<file path="src/rtl/cic_pkg.sv">
// Shared helpers for the CIC decimator: internal-width calculation and output scaling.
package cic_pkg;

  function automatic int cic_wi(input int w, input int r, input int n);
    return w + n * $clog2(r);
  endfunction

  // Drop (wi-wo) LSBs; with round_en, round half up and clamp the positive overflow.
  function automatic logic signed [63:0] cic_scale(input logic signed [63:0] x,
                                                   input int wi, input int wo,
                                                   input logic round_en);
    logic signed [63:0] y;
    logic signed [63:0] max_v;
    int sh;
    sh = wi - wo;
    if (sh <= 0) return x;
    if (round_en) begin
      y     = (x + (64'sd1 <<< (sh - 1))) >>> sh;
      max_v = (64'sd1 <<< (wo - 1)) - 64'sd1;
      if (y > max_v) y = max_v;
    end else begin
      y = x >>> sh;
    end
    return y;
  endfunction

endpackage

</file>
<file path="src/rtl/cic_comb.sv">
// One registered CIC comb stage: y = x - x_prev, advancing only on valid input.
module cic_comb
  import cic_pkg::*;
#(
  parameter int WI = 16
) (
  input  logic                 clk,
  input  logic                 rst_n,
  input  logic                 valid_i,
  input  logic signed [WI-1:0] data_i,
  output logic                 valid_o,
  output logic signed [WI-1:0] data_o
);

  logic signed [WI-1:0] prev_q;
  logic signed [WI-1:0] data_q;
  logic                 valid_q;

  always_ff @(posedge clk) begin
    if (!rst_n) begin
      prev_q  <= '0;
      data_q  <= '0;
      valid_q <= 1'b0;
    end else begin
      valid_q <= valid_i;
      if (valid_i) begin
        data_q <= data_i - prev_q;
        prev_q <= data_i;
      end
    end
  end

  assign valid_o = valid_q;
  assign data_o  = data_q;

endmodule

</file>
<file path="src/rtl/cic_decimator.sv">
// Integer-ratio CIC decimator: N integrators, decimate by R, N comb stages, scaled output.
// Optional macro CIC_DECI_ROUND_EN selects round-half-up with saturation instead of truncation.
module cic_decimator
  import cic_pkg::*;
#(
  parameter int W  = 10,
  parameter int R  = 4,
  parameter int N  = 3,
  parameter int WO = 16
) (
  input  logic                clk,
  input  logic                rst_n,
  input  logic                en,
  input  logic signed [W-1:0] in,
  output logic signed [WO-1:0] out,
  output logic                out_en
);

  localparam int WI = cic_wi(W, R, N);
  localparam int CW = $clog2(R);
`ifdef CIC_DECI_ROUND_EN
  localparam logic ROUND = 1'b1;
`else
  localparam logic ROUND = 1'b0;
`endif

  logic signed [WI-1:0] in_ext;
  assign in_ext = WI'(in);

  // Integrators chain combinationally so each sample reaches I_N on the edge that accepts it.
  for (genvar gi = 0; gi < N; gi++) begin : g_int
    logic signed [WI-1:0] acc_q;
    logic signed [WI-1:0] acc_d;
    if (gi == 0) begin : g_first
      assign acc_d = acc_q + in_ext;
    end else begin : g_next
      assign acc_d = acc_q + g_int[gi-1].acc_d;
    end
    always_ff @(posedge clk) begin
      if (!rst_n)  acc_q <= '0;
      else if (en) acc_q <= acc_d;
    end
  end

  logic [CW-1:0]        cnt_q;
  logic                 mark_q;
  logic signed [WI-1:0] dec_q;
  logic                 dec_vld_q;

  always_ff @(posedge clk) begin
    if (!rst_n) begin
      cnt_q     <= '0;
      mark_q    <= 1'b0;
      dec_q     <= '0;
      dec_vld_q <= 1'b0;
    end else begin
      mark_q    <= en && (cnt_q == CW'(R - 1));
      dec_vld_q <= mark_q;
      if (en) cnt_q <= (cnt_q == CW'(R - 1)) ? '0 : cnt_q + 1'b1;
      if (mark_q) dec_q <= g_int[N-1].acc_q;
    end
  end

  for (genvar gi = 0; gi < N; gi++) begin : g_comb
    logic signed [WI-1:0] d_in;
    logic signed [WI-1:0] d_out;
    logic                 v_in;
    logic                 v_out;
    if (gi == 0) begin : g_first
      assign d_in = dec_q;
      assign v_in = dec_vld_q;
    end else begin : g_next
      assign d_in = g_comb[gi-1].d_out;
      assign v_in = g_comb[gi-1].v_out;
    end
    cic_comb #(.WI(WI)) u_comb (
      .clk     (clk),
      .rst_n   (rst_n),
      .valid_i (v_in),
      .data_i  (d_in),
      .valid_o (v_out),
      .data_o  (d_out)
    );
  end

  logic signed [WO-1:0] out_q;
  logic                 out_en_q;

  always_ff @(posedge clk) begin
    if (!rst_n) begin
      out_q    <= '0;
      out_en_q <= 1'b0;
    end else begin
      out_en_q <= g_comb[N-1].v_out;
      if (g_comb[N-1].v_out)
        out_q <= WO'(cic_scale(64'(g_comb[N-1].d_out), WI, WO, ROUND));
    end
  end

  assign out    = out_q;
  assign out_en = out_en_q;

endmodule

</file>
<file path="config.mk">
export PLATFORM = sky130hd
export DESIGN_NAME = cic_decimator
export DESIGN_NICKNAME = d
export VERILOG_FILES = /design/src/rtl/cic_pkg.sv /design/src/rtl/cic_comb.sv /design/src/rtl/cic_decimator.sv
export SDC_FILE = /design/constraint.sdc
export NUM_CORES = 1
export LEC_CHECK = 0
export ABC_AREA = 1
export CAP_MARGIN = 20
export CORE_MARGIN = 10
export CORE_UTILIZATION = 45
export DETAILED_ROUTE_END_ITERATION = 10
export HOLD_SLACK_MARGIN = 0.12
export PLACE_DENSITY = 0.62
export SETUP_SLACK_MARGIN = 0.5
export SLEW_MARGIN = 10
export SYNTH_ARGS = -nofsm -noshare
export SYNTH_HDL_FRONTEND = slang
export SYNTH_SLANG_ARGS = --single-unit
</file>
<file path="constraint.sdc">
create_clock -name clk -period 6.3 [get_ports clk]
set_input_delay 1.575 -clock clk [delete_from_list [all_inputs] [get_ports clk]]
set_output_delay 1.575 -clock clk [all_outputs]
set_load 0.03 [all_outputs]
</file>
==> key figures <==
Run status
  • Status: finished clean

STA
  • Hold Vio Cnt, Final: 0
  • Setup Viol. Count Final: 0
  • Setup TNS Final: 0 ps
  • Post-route clock period utilization: between 80% and 90%
  • Highest clock rate: 184 MHz
  • Pins Over Slew Limit: 0
  • Final min period: 5430 ps
  • Relative slew margins: 27.6%
  • Final Skew: 14.3 ps
  • Measured slew at the worst slew-check pin: 1090 ps
  • Unrepaired setup endpoints after global routing: no
  • Hold WS: 461 ps

Floorplanning
  • Total core area: 0.0233 mm^2
  • I/O pin cnt: 30
  • Die W: approximately 170 um
  • Die height: 173 um
  • # rows: 56
  • Starting Density: between 40% and 50%
  • Die area: 0.0300 mm^2

Placement
  • Post-DP HPWL: 16.4 mm
  • Routability Congestion: 0.876
  • Placed Cells: 1748
  • Post-DP Area: 0.0111 mm^2
  • Port Buffer Count: 29

Routing
  • DR WL/cell: 13.0 um
  • Detailed-route DRC error count: 0
  • Pre-Repair DR Iteration Count: 4
  • Final WL: roughly 23 mm
  • Routed vias/inst: 4.95
  • DRT antenna net count: 0
  • Initial DRC count: about 480
  • Via count: 8829

Power and ir drop
  • Switching share of power: 38.3%
  • Logic pwr share: between 30 and 40%
  • Int Pwr: ~2.4 mW
  • Max IR drop VDD: 0.339 mV
  • Clock Power Share: 29.3%
  • Seq pwr share: between 30% and 40%
  • P_leak: 5.78 nW
  • Pwr dens: 330 mW/mm^2
  • Psw: between 1 and 1.5 mW

Setup path
  • Internal reg-to-reg setup slack: 2120 ps
  • Slowest stage cell, crit path: clkdlybuf4s50_1
  • Worst Path Required: ~6700 ps
  • Worst reg-to-reg path cell count: 26
  • Critical path endpoint: g_int[2].acc_q[15]
  • Worst stage delay on the critical path: 400 ps
  • R2R Path End: g_int[2].acc_q[15]
  • Crit path kind: in -> reg
  • RR Startpoint: g_int[0].acc_q[2]
  • Critical path capture point type: register
  • Crit-path max FO: 4
  • Setup crit start: in[2]
  • CP arrival: 5810 ps
  • Crit start category: primary input
  • CP dominant cell by count: nand2_1

Clock network
  • Root buffer cell: clkbuf_16
  • CTS tree: done
  • CTS H-Tree Depth: 4
  • Clock tree buffer depth: 2
  • Clk sinks: 184
  • Hold buffer count at CTS: 0
  • Clock slew at reported path FFs: 90 ps
  • Clk_lat worst skew: between 400 and 500 ps
  • CTS Buf Count: 17

Logic synthesis
  • Net Count, Synth: 1563
  • Synthesis-stage register bit count: 184
  • Library cells used by synthesis: 43
  • Post-synth design cell area: 0.0106 mm^2
  • Mapped Cells: 1452
  • Post-synthesis sequential area ratio: 34.9%
  • Syn_area_per_cell: 7.28 um^2
  • Synth warn: 0

Global route
  • Largest net degree at the start of global routing: ~120
  • Global route overflow: 0
  • First-pass GRT wire length: 40.0 mm
  • Antenna violations before repair: 0
  • GR Util All Layers: 15.6%
  • Vias in the first global route: 8728

Cells and area
  • Final #Nets: 1564
  • Commonest non-fill, non-tap cell in the layout: inv_1
  • Utilization after layout: 50.8%
  • Layout cells sized above 1: 6.14%
  • Filler-free cell count of the finished design: 1785
  • Final Cell Area: approximately 0.012 mm^2
  • Most frequent cells in the layout: inv_1, dfxtp_1, o21ai_0, a21oi_1, nor2_1
  • Syn-to-layout area delta: 11.9%
  • Diode count: 0

Run
  • Max-cap violations: 0

Hold path
  • Min-Delay Path Class: reg -> reg
per-stage QoR:
| step | worst slack, ps | power, mW |
|---|---|---|
| detailed placement | 264 | 2.70 |
| global placement | 375 | 2.68 |
| CTS | 702 | 3.86 |
| finish | 865 | 3.91 |
| global route | 445 | 4.20 |
| floorplan | 1210 | 2.42 |
registers in the layout (all words and copies together) (netlist names):
| register | flops |
|---|---|
| g_int.acc_q | 48 |
| g_comb.u_comb.prev_q | 48 |
| g_comb.u_comb.valid_o | 3 |
| out | 16 |
| cnt_q | 2 |
| dec_vld_q | 1 |
| dec_q | 16 |
| g_comb.u_comb.data_o | 48 |
| mark_q | 1 |
| out_en | 1 |
cell type report:
type / count / area (um^2)
clock buffers: 17 / 425
clock inverters: 15 / 215
fillers: 2341 / 11400
inverters: 233 / 875
multi-input cells: 978 / 5870
flip-flops and latches: 184 / 3680
well taps: 319 / 399
repair buffers: 39 / 358
power groups by stage:
stage	Combinational (mW)	Clock, mW	Sequential [mW]
6_report	1.46	1.15	1.31
5_1_grt	1.67	1.22	1.31
2_1_floorplan	1.11	0	1.31
3_5_place_dp	1.37	0	1.33
3_3_place_gp	1.35	0	1.33
4_1_cts	1.38	1.18	1.31
worst min-delay path by stage:
stage,startpoint,end,slack [ps],cells past startpoint
after CTS,g_comb[2].u_comb.data_o[7],out[7],460,2
after detailed placement,g_comb[2].u_comb.data_o[7],out[7],450,2
final,g_comb[2].u_comb.data_o[7],out[7],460,2
after global routing,g_comb[2].u_comb.data_o[12],out[12],480,2
after global placement,g_comb[2].u_comb.data_o[6],out[6],440,2
after floorplan,g_comb[2].u_comb.data_o[10],out[10],430,2
Yosys cell counts (all sizes together):
cell type,number,area (um^2)
o221ai,2,17.5
nand4,6,37.5
dfxtp,184,3680
ha,92,1150
o21ai,203,1030
and3,1,6.26
buf,6,37.5
inv,232,871
nand3b,1,7.51
a31oi,8,50.1
o211ai,8,60.1
a21boi,7,60.1
o21bai,1,7.51
nand2,156,613
clkinv,1,3.75
or2,4,25.0
and2,1,6.26
xnor2,26,228
xor2,42,368
clkbuf,51,191
nor2,149,567
nor3,10,50.1
a21oi,183,927
nor4,3,18.8
nand3,42,220
fa,6,120
a21o,15,113
o2111ai,2,17.5
a211oi,7,52.6
o31ai,3,22.5
critical path: cells and delay by family:
family / cells / cell delay (ps)
AND/OR/NAND/NOR: 12 / 1380
AO/OA/AOI/OAI: 8 / 1250
adder cells (fa/ha/maj): 3 / 900
buffers and inverters: 3 / 500
XOR/XNOR: 1 / 190
what timing repair did:
| item | in CTS | in global routing |
|---|---|---|
| setup endpoints to repair | 0 | 3 |
| gates resized for setup | 0 | 23 |
| buffers inserted | 0 | 5 |
kinds of logic after synthesis:
family / Yosys count / share of synthesized area [%]
simple gates: 373 / 14.7
fa+ha+maj: 98 / 12.0
buf+inv: 290 / 10.4
xor+xnor: 68 / 5.64
compound gates: 439 / 22.4
flops: 184 / 34.9
routing by layer:
metal | track usage, % | wire length (um) | up-vias
met3 | 2.77 | 501 | 18
met2 | 28.2 | 11500 | 68
met1 | 18.5 | 11000 | 3971
li1 | - | - | 4772
met4 | 4.60 | 244 | 0
met5 | 0 | 0 | -
Power figures use the tool's default switching activity.
